File: src/rtl/spi_host_link.sv
// SPI mode-0 master for the host side of the controller debug link.
// One fixed-width full-duplex transfer per command, plus a sticky interrupt flag.
module spi_host_link #(
  parameter int unsigned CLK_DIV   = 4,
  parameter int unsigned XFER_BITS = 32
) (
  input  logic                 clk,
  input  logic                 reset,
  input  logic                 cmd_valid,
  output logic                 cmd_ready,
  input  logic                 cmd_write,
  input  logic [XFER_BITS-1:0] cmd_data,
  output logic                 rsp_valid,
  output logic [XFER_BITS-1:0] rsp_data,
  output logic                 busy,
  output logic                 sck,
  output logic                 cs,
  output logic                 mosi,
  input  logic                 miso,
  output logic                 rw,
  input  logic                 intr,
  output logic                 intr_pending,
  input  logic                 intr_clear
);
  localparam int unsigned CNT_W = (CLK_DIV > 1) ? $clog2(CLK_DIV) : 1;
  localparam int unsigned BIT_W = $clog2(XFER_BITS + 1);
  localparam logic [CNT_W-1:0] CNT_LAST = CNT_W'(CLK_DIV - 1);

  typedef enum logic [2:0] {IDLE, SETUP, SHIFT, HOLD, GAP} state_t;

  state_t               state_q, state_d;
  logic [CNT_W-1:0]     cnt_q, cnt_d;
  logic [BIT_W-1:0]     bits_q, bits_d;
  logic [XFER_BITS-1:0] tx_q, tx_d;
  logic [XFER_BITS-1:0] rx_q, rx_d;
  logic [XFER_BITS-1:0] rsp_data_d;
  logic sck_d, cs_d, mosi_d, rw_d, cmd_ready_d, busy_d, rsp_valid_d, intr_pending_d;
  logic miso_meta, miso_sync;
  logic intr_meta, intr_sync, intr_prev;
  logic intr_rise;

  assign intr_rise = intr_sync & ~intr_prev;

  // Next-state and next-output logic; every register has a default hold value.
  always_comb begin
    state_d     = state_q;
    cnt_d       = cnt_q;
    bits_d      = bits_q;
    tx_d        = tx_q;
    rx_d        = rx_q;
    sck_d       = sck;
    cs_d        = cs;
    mosi_d      = mosi;
    rw_d        = rw;
    rsp_valid_d = 1'b0;
    rsp_data_d  = rsp_data;
    // A new edge outranks a simultaneous clear so no interrupt is lost.
    intr_pending_d = intr_rise ? 1'b1 : (intr_clear ? 1'b0 : intr_pending);

    case (state_q)
      IDLE: begin
        if (cmd_valid && cmd_ready) begin
          tx_d    = cmd_data;
          rw_d    = cmd_write;
          mosi_d  = cmd_data[XFER_BITS-1];
          cs_d    = 1'b0;
          cnt_d   = '0;
          bits_d  = BIT_W'(XFER_BITS);
          state_d = SETUP;
        end
      end
      SETUP: begin
        if (cnt_q == CNT_LAST) begin
          cnt_d   = '0;
          sck_d   = 1'b1;
          state_d = SHIFT;
        end else begin
          cnt_d = cnt_q + CNT_W'(1);
        end
      end
      SHIFT: begin
        if (cnt_q != CNT_LAST) begin
          cnt_d = cnt_q + CNT_W'(1);
        end else begin
          cnt_d = '0;
          if (sck) begin
            // End of high phase: capture miso, fall sck, advance mosi unless last bit.
            sck_d  = 1'b0;
            rx_d   = {rx_q[XFER_BITS-2:0], miso_sync};
            bits_d = bits_q - BIT_W'(1);
            if (bits_q != BIT_W'(1)) begin
              tx_d   = tx_q << 1;
              mosi_d = tx_q[XFER_BITS-2];
            end
          end else if (bits_q == '0) begin
            state_d = HOLD;
          end else begin
            sck_d = 1'b1;
          end
        end
      end
      HOLD: begin
        if (cnt_q == CNT_LAST) begin
          cnt_d       = '0;
          cs_d        = 1'b1;
          rw_d        = 1'b0;
          mosi_d      = 1'b0;
          rsp_valid_d = 1'b1;
          rsp_data_d  = rx_q;
          state_d     = GAP;
        end else begin
          cnt_d = cnt_q + CNT_W'(1);
        end
      end
      GAP: begin
        if (cnt_q == CNT_LAST) begin
          cnt_d   = '0;
          state_d = IDLE;
        end else begin
          cnt_d = cnt_q + CNT_W'(1);
        end
      end
      default: state_d = IDLE;
    endcase

    cmd_ready_d = (state_d == IDLE);
    busy_d      = (state_d != IDLE);
  end

  // State, link pins, status and synchronizers.
  always_ff @(posedge clk) begin
    if (reset) begin
      state_q      <= IDLE;
      cnt_q        <= '0;
      bits_q       <= '0;
      tx_q         <= '0;
      rx_q         <= '0;
      sck          <= 1'b0;
      cs           <= 1'b1;
      mosi         <= 1'b0;
      rw           <= 1'b0;
      cmd_ready    <= 1'b1;
      busy         <= 1'b0;
      rsp_valid    <= 1'b0;
      rsp_data     <= '0;
      intr_pending <= 1'b0;
      miso_meta    <= 1'b0;
      miso_sync    <= 1'b0;
      intr_meta    <= 1'b0;
      intr_sync    <= 1'b0;
      intr_prev    <= 1'b0;
    end else begin
      state_q      <= state_d;
      cnt_q        <= cnt_d;
      bits_q       <= bits_d;
      tx_q         <= tx_d;
      rx_q         <= rx_d;
      sck          <= sck_d;
      cs           <= cs_d;
      mosi         <= mosi_d;
      rw           <= rw_d;
      cmd_ready    <= cmd_ready_d;
      busy         <= busy_d;
      rsp_valid    <= rsp_valid_d;
      rsp_data     <= rsp_data_d;
      intr_pending <= intr_pending_d;
      miso_meta    <= miso;
      miso_sync    <= miso_meta;
      intr_meta    <= intr;
      intr_sync    <= intr_meta;
      intr_prev    <= intr_sync;
    end
  end

endmodule

File: config.mk
export PLATFORM = sky130hd
export DESIGN_NAME = spi_host_link
export DESIGN_NICKNAME = d
export VERILOG_FILES = /design/src/rtl/spi_host_link.sv
export SDC_FILE = /design/constraint.sdc
export NUM_CORES = 1
export LEC_CHECK = 0
export CORE_MARGIN = 3
export CORE_UTILIZATION = 30
export DETAILED_ROUTE_END_ITERATION = 7
export HOLD_SLACK_MARGIN = 0.12
export PLACE_DENSITY_LB_ADDON = 0.05
export SYNTH_ARGS = -nofsm -noshare
export SYNTH_HDL_FRONTEND = slang
export SYNTH_SLANG_ARGS = --single-unit
File: constraint.sdc
create_clock -name clk -period 2.9 [get_ports clk]
set_clock_uncertainty 0.2 [all_clocks]
set_input_delay 0.58 -clock clk [delete_from_list [all_inputs] [get_ports clk]]
set_output_delay 0.58 -clock clk [all_outputs]
set_load 0.1 [all_outputs]
# Yosys cells after proc, flatten, opt, wreduce, memory -nomap -nowiden

Index checks and enable logic that the tools add are counted.

Add/sub/neg operators: 2
Equality and inequality tests: 13
Muxes and demuxes: 39
Bitwise gates (word level): 4
Reduce and logical (&&, ||, !) cells: 21

Operator list:

| operator                                                            | number |
|---|---|
| 31-bit two-way mux                                                  | 4 |
| 31-bit case mux with 2 select lines                                 | 1 |
| 3-bit two-way mux                                                   | 7 |
| 6-bit two-way mux                                                   | 3 |
| 3-bit case mux with 5 select lines                                  | 1 |
| 1-bit two-way mux                                                   | 14 |
| 2-bit != test (second input constant)                               | 7 |
| 6-bit case mux with 2 select lines                                  | 1 |
| 3-bit AND reduction                                                 | 3 |
| 3-bit nonzero test                                                  | 3 |
| 2-bit nonzero test                                                  | 4 |
| 3-bit by 2-bit == test with 1-bit output (second input constant)    | 2 |
| 3-bit zero test                                                     | 2 |
| 6-bit zero test                                                     | 1 |
| 2-bit two-way mux                                                   | 3 |
| 6-bit by 1-bit != test with 1-bit output (second input constant)    | 1 |
| 1-bit case mux with 2 select lines                                  | 3 |
| 2-bit case mux with 3 select lines                                  | 1 |
| 6-bit AND reduction                                                 | 1 |
| 6-bit by 1-bit subtractor with 6-bit output (second input constant) | 1 |
| 5-bit AND reduction                                                 | 1 |
| 2-bit AND reduction                                                 | 2 |
| 4-bit AND reduction                                                 | 1 |
| 3-bit by 1-bit == test with 1-bit output (second input constant)    | 1 |
| 9 further kinds                                                     | 11 |

Register bits after elaboration: 119
Input bits: 39
Output and inout port bits: 40
Logic and storage cells: 98

# Longest topological paths before layout

Gate-level depths: netlist of the first run.

Depth after elaboration: 6
Depth in mapped cells: 8
Gate-level depth less buffers: 6

# Worst setup path before layout of the first run

No wires, ideal clock.

Path kind: reg-to-reg
From: reg cmd_ready
To: reg tx_q[10]
Setup time: 0.146 ns
Data arrival time: 2.146 ns
Data required time: 2.554 ns
Slack: 0.408 ns
Cell stages (with the launch flop): 7
Path buffers: 2
Clock period less this slack: 2.492 ns
Path through: dfxtp_1 > nand3b_1 > a21oi_2 > and2_1 > buf_2 > buf_6 > a211oi_2

Word-level cells in the longest chain between the ends: 3

Ends and longest elaborated chain:

| element                              | RTL line | source |
|---|---|---|
| from (decl)                          | 10       | `output logic cmd_ready,` |
| from (signal assigned)               | 162      | `cmd_ready <= cmd_ready_d;` |
| 1-bit logical AND                    | 62       | `if (cmd_valid && cmd_ready) begin` |
| 2-bit != test (no source line)       | -        |  |
| 5-bit AND reduction (no source line) | -        |  |
| to (signal assigned)                 | 156      | `tx_q <= tx_d;` |
| to (decl)                            | 34       | `logic [XFER_BITS-1:0] tx_q, tx_d;` |

No other way between the ends.
A chain may end at the register's enable or synchronous reset.

# Worst setup path after layout of the first run

From: reg cnt_q[0]
To: reg rsp_data[17]

Word-level cells in the longest chain between the ends: 2

Ends and longest elaborated chain:

| element                              | RTL line | source |
|---|---|---|
| from (decl)                          | 32       | `logic [CNT_W-1:0] cnt_q, cnt_d;` |
| from (signal assigned)               | 154      | `cnt_q <= cnt_d;` |
| 2-bit == test                        | 103      | `if (cnt_q == CNT_LAST) begin` |
| 2-bit AND reduction (no source line) | -        |  |
| to (signal assigned)                 | 165      | `rsp_data <= rsp_data_d;` |
| to (decl)                            | 14       | `output logic [XFER_BITS-1:0] rsp_data,` |

No other way between the ends.

==> results_dict.tcl, run 1 <==
set metrics [dict create \
    synthArstFlopShare_pct 0 \
    hpwl_um 7204 \
    synth-seq-area-share_pct 48.76 \
    path_clk_slew_ns 0.05 \
    synth.distinct_cells 43 \
    synth_area_um2 4886 \
    hold_slack_ns 0.2361 \
    p_leak_nw 2.164 \
    reg2regPathDepth 6 \
    peakVddDrop_mv 0.3966 \
    cellInternalPower_w 0.003179 \
    ff_latch_area_um2 2384 \
    reg2reg_to "rsp_data[17]" \
    clockBufferDepth 2 \
    syn_inst 547 \
    initial_core_util_pct 30.76 \
    numCtsBuffers 17 \
    syn_nets 590 \
    core_um2 15890 \
    maxCapViolCount 0 \
    fin_nets 652 \
    status "complete, no violations" \
    die_h_um 133.6 \
    ys.flop_type "dfxtp_1" \
    drt_iter0_markers 211 \
    drc 0 \
    hold_path.class "flip-flop to flip-flop" \
    grt_first_pass_wirelength_um 19360 \
    critPathKind "flip-flop to flip-flop" \
    period_share_pct 77.23 \
    crit_required_ns 2.96 \
    wl_per_cell_um 13.87 \
    grt_pass1_vias 3875 \
    path_cells "ha_1 -> nor2b_1 -> nand3_2 -> buf_4 -> nand2_1 -> a21oi_1" \
    endpoint_kind "flip-flop" \
    die-area_um2 17850 \
    antenna_cells 0 \
    nFillCells 1631 \
    die_w_um 133.6 \
    multi_input_area_um2 2285 \
    num_vias 3913 \
    slew_headroom_pct 59.05 \
    syn_area_per_cell_um2 8.932 \
    cts_tree "done" \
    worstPathArrival_ns 2.30 \
    hold_path_end "intr_sync" \
    ant_nets 0 \
    grt_overflow 0 \
    gp_congestion 0.6885 \
    synthToLayoutAreaGrowth_pct 29.24 \
    ys_seq_elements 119 \
    clk_latency_ns 0.41 \
    std_cell_rows 46 \
    p_sw_w 0.001015 \
    layout-drive-gt1-share_pct 19.61 \
    layout_common_cells "nand2_1, dfxtp_1, a21oi_1" \
    worstPathMaxFanout 26 \
    wl_um 11620 \
    maxSlewViolCount 0 \
    viasPerCell 4.669 \
    antenna_found_initial 0 \
    p_per_area_nw_per_um2 664.0 \
    r2r_start "cnt_q[0]" \
    report.final.hold_viol_count 0 \
    holdPathStages 1 \
    root_buffer "clkbuf_16" \
    setup_viol 0 \
    fmax_mhz 446.5 \
    power_frac_seq_pct 41.9 \
    clkSinkCount 119 \
    start_kind "flip-flop" \
    fin_setup_tns_ns 0 \
    synth_edf_count 0 \
    ys.warnings.count 0 \
    pin_count 79 \
    hold_start "intr_meta" \
    postCtsResizedCells 0 \
    r2r_slack_ns 0.66 \
    detail_route.first_pass.iterations 4 \
    rsz0062_at_grt "no" \
    holdBufCountCts 0 \
    io_buffers 78 \
    cts_setup_buffers 0 \
    htreeDepth 4 \
    grt_max_degree 49 \
    switching_share_pct 24.20 \
    track_usage_pct 13.50 \
    fin_crit_ns 2.240 \
    worst_pin_slew_ns 0.6142 \
    slowest_delay_ns 0.39 \
    clockPowerShare_pct 47.9 \
    cp_slowest_cell "ha_1" \
    p_comb_share_pct 10.2 \
    layout_commonest_cell "nand2_1" \
]
-- state kept, by name (all words and copies together), names as in the netlist --
name,count
rx_q,32
sck,1
intr_pending,1
intr_sync,1
busy,1
rsp_valid,1
rsp_data,32
intr_prev,1
tx_q,31
mosi,1
cnt_q,2
miso_meta,1
state_q,3
miso_sync,1
intr_meta,1
cmd_ready,1
cs,1
bits_q,6
rw,1
-- cell usage after synthesis, drive strengths merged (2+ instances only) --
master | number | area (um2)
a2111oi | 2 | 37.54
a211oi | 32 | 385.4
a21o | 2 | 15.01
a21oi | 105 | 529.3
a22oi | 2 | 15.01
a31oi | 2 | 12.51
buf | 20 | 115.1
clkbuf | 26 | 97.59
dfxtp | 119 | 2382
ha | 4 | 50.05
inv | 5 | 18.77
mux2i | 30 | 300.3
nand2 | 136 | 510.5
nand2b | 4 | 25.02
nand3 | 3 | 27.53
nand3b | 4 | 30.03
nor2 | 13 | 48.80
nor2b | 7 | 43.79
nor3 | 3 | 20.02
o21ai | 5 | 25.02
or2 | 2 | 12.51
or3 | 2 | 13.77
xnor2 | 7 | 61.31
-- power groups by stage --
stage | combinational [W] | clock, W | sequential, W
after floorplan | 0.000271 | 0 | 0.00183
after global placement | 0.000426 | 0 | 0.00179
after detailed placement | 0.000431 | 0 | 0.00179
after CTS | 0.000433 | 0.00207 | 0.00176
after global routing | 0.000468 | 0.00214 | 0.00176
final | 0.000428 | 0.00201 | 0.00176
-- worst max path at each step --
stage / slack, ns / cells after the start / end / startpoint
5_1_grt: 0.39 / 6 / rsp_data[24] / cnt_q[0]
4_1_cts: 0.61 / 6 / rsp_data[17] / cnt_q[0]
3_5_place_dp: 0.34 / 6 / tx_q[11] / cmd_valid
2_1_floorplan: 0.41 / 6 / tx_q[10] / cmd_ready
6_report: 0.66 / 6 / rsp_data[17] / cnt_q[0]
3_3_place_gp: 0.39 / 6 / tx_q[9] / cmd_valid
-- worst max-delay path, delay by kind of cell, from the launching register on --
kind                     cells  cell delay (ns)
flip-flops                   1             0.35
adder cells (fa/ha/maj)      1             0.39
buffers and inverters        1             0.34
AND/OR/NAND/NOR              3             0.73
AO/OA/AOI/OAI                1             0.06
-- per-stage QoR --
stage	power [W]	util [%]	area [um2]	cells	setup slack (ns)
CTS	0.004263	39.75	6315	838	0.6110
floorplan	0.002098	-	4886	547	0.4081
finish	0.004193	39.75	6315	838	0.6604
detailed placement	0.002221	36.15	5743	806	0.3426
global route	0.004371	39.75	6315	838	0.3908
global placement	0.002216	36.15	5743	806	0.3949
-- final cells by class --
type / instances / area share [%]
Clock inverter: 8 / 1.110
Sequential cell: 119 / 37.75
Inverter: 5 / 0.2972
Timing Repair Buffer: 89 / 12.44
Multi-Input combinational cell: 377 / 36.18
Tap cell: 216 / 4.280
Clock buffer: 24 / 7.945
-- cell families after synthesis --
group | share of synthesized area [%]
buf+inv | 4.737
xor+xnor | 1.255
flops | 48.76
simple gates | 16.34
compound gates | 21.51
mux | 6.376
fa+ha+maj | 1.024
-- per-layer routing --
metal  routed length [um]  vias to the layer above  part of all wire, %  GRT usage [%]
met5                    0                        -                    0              0
met4                  161                        0                  1.4          4.971
met3                  377                       10                  3.2          4.003
met2                 5435                       52                   47          21.50
met1                 5649                     1857                   49          17.39
li1                     -                     1994                    -              -
No activity file was read; power rests on OpenSTA's default activity.
==> run 2, diff against run 1 <==
==> constraint.sdc (replaced) <==
create_clock -name clk -period 1.85 [get_ports clk]
set_clock_uncertainty 0.2 [all_clocks]
set_input_delay 0.37 -clock clk [delete_from_list [all_inputs] [get_ports clk]]
set_output_delay 0.37 -clock clk [all_outputs]
set_load 0.1 [all_outputs]
==> results_dict.tcl, run 2 (same netlist as run 1, synthesis figures left out) <==
set metrics [dict create \
    status "complete, no violations" \
    hpwl_um 7613 \
    critPathKind "flip-flop to flip-flop" \
    wl_um 12140 \
    drt_iter0_markers 172 \
    ff_latch_area_um2 2397 \
    die_h_um 133.6 \
    grt_pass1_vias 4124 \
    pin_count 79 \
    detail_route.first_pass.iterations 4 \
    core_um2 15890 \
    maxCapViolCount 0 \
    drc 0 \
    numCtsBuffers 17 \
    crit_required_ns 1.93 \
    gp_congestion 0.7365 \
    start_kind "flip-flop" \
    holdBufCountCts 0 \
    track_usage_pct 13.89 \
    synthToLayoutAreaGrowth_pct 49.73 \
    path_clk_slew_ns 0.06 \
    fin_nets 681 \
    ant_nets 0 \
    fin_crit_ns 1.756 \
    setup_viol 0 \
    clk_latency_ns 0.41 \
    peakVddDrop_mv 0.7334 \
    num_vias 4083 \
    htreeDepth 4 \
    top_regs "rsp_data x32, rx_q x32, tx_q x31" \
    maxSlewViolCount 0 \
    p_per_area_nw_per_um2 998.3 \
    antenna_cells 0 \
    dp_cells 830 \
    die_w_um 133.6 \
    slew_headroom_pct 65.19 \
    initial_core_util_pct 30.76 \
    p_leak_nw 2.518 \
    layout_commonest_cell "nand2_1" \
    grt_overflow 0 \
    layout_common_cells "nand2_1, dfxtp_1, a21oi_1" \
    nFillCells 1521 \
    clockBufferDepth 2 \
    multi_input_area_um2 2340 \
    io_buffers 78 \
    rsz0062_at_grt "yes" \
    period_share_pct 94.92 \
    layout.cells.non_filler 867 \
    cts_tree "done" \
    layout-drive-gt1-share_pct 25.35 \
    std_cell_rows 46 \
    root_buffer "clkbuf_16" \
    fmax_mhz 569.4 \
    grt_max_degree 49 \
    clkSinkCount 119 \
    hold_slack_ns 0.1440 \
    antenna_found_initial 0 \
    wl_per_cell_um 14.00 \
    report.final.hold_viol_count 0 \
    worst_pin_slew_ns 0.5222 \
    grt_first_pass_wirelength_um 20150 \
    viasPerCell 4.709 \
    worstPathMaxFanout 15 \
    worstPathArrival_ns 1.84 \
    endpoint_kind "flip-flop" \
    die-area_um2 17850 \
    hold_path.class "input port to flip-flop" \
]
[run 2: layer usage]
metal / track usage (%) / wire length [um] / up-vias
met2: 22.38 / 5770 / 70
met4: 4.743 / 178 / 0
met3: 4.381 / 496 / 16
met5: 0 / 0 / -
li1: - / - / 2056
met1: 17.68 / 5695 / 1941
[run 2: path summary, 6_finish.rpt]
path	from	endpoint	slack, ns	cells after the start
worst min-delay path	reset	cnt_q[0]	0.14	2
worst max register to register	state_q[1]	tx_q[29]	0.09	5
worst min register to register	miso_meta	miso_sync	0.23	1
worst max-delay path	state_q[1]	tx_q[29]	0.09	5
[run 2: area by class of cell]
type | instances | area share (%)
Clock buffer | 20 | 6.533
Tap cell | 216 | 3.694
Sequential cell | 119 | 32.77
Timing Repair Buffer | 118 | 22.10
Inverter | 5 | 0.2565
Multi-Input combinational cell | 377 | 31.98
Clock inverter | 12 | 2.668
[run 2: per-stage QoR]
stage	TNS [ns]	total power [W]	util, %	setup WS (ns)	instance area, um2
finish	0	0.007304	46.05	0.09389	7316
global route	-0.005037	0.007602	46.05	-0.004282	7316
CTS	0	0.007343	45.23	0.02530	7186
detailed placement	-13.65	0.003587	40.85	-0.3148	6489
global placement	-12.76	0.003573	40.85	-0.2989	6489
floorplan	-0.5745	0.003299	-	-0.02344	4915
[run 2: critical path, stage by stage, from the launching register on]
cell and delay [ns]:
dfxtp_4 0.37, nand3b_1 0.28, a21oi_2 0.28, and2_4 0.22, clkbuf_16 0.20, a211oi_2 0.07
[run 2: power breakdown]
| group | total [W] | leakage [nW] | switching (W) | internal, W |
|---|---|---|---|---|
| Sequential | 0.00276 | 0.971 | 0.0000811 | 0.00267 |
| Combinational | 0.000828 | 1.22 | 0.000415 | 0.000413 |
| Clock | 0.00372 | 0.331 | 0.00118 | 0.00254 |
| Total | 0.00730 | 2.52 | 0.00168 | 0.00562 |
[run 2: repair_timing]
action	in CTS	in global routing
gates resized for setup	6	15
pin swaps	2	7
gates cloned	0	2
setup endpoints to repair	37	94
setup buffers	0	3
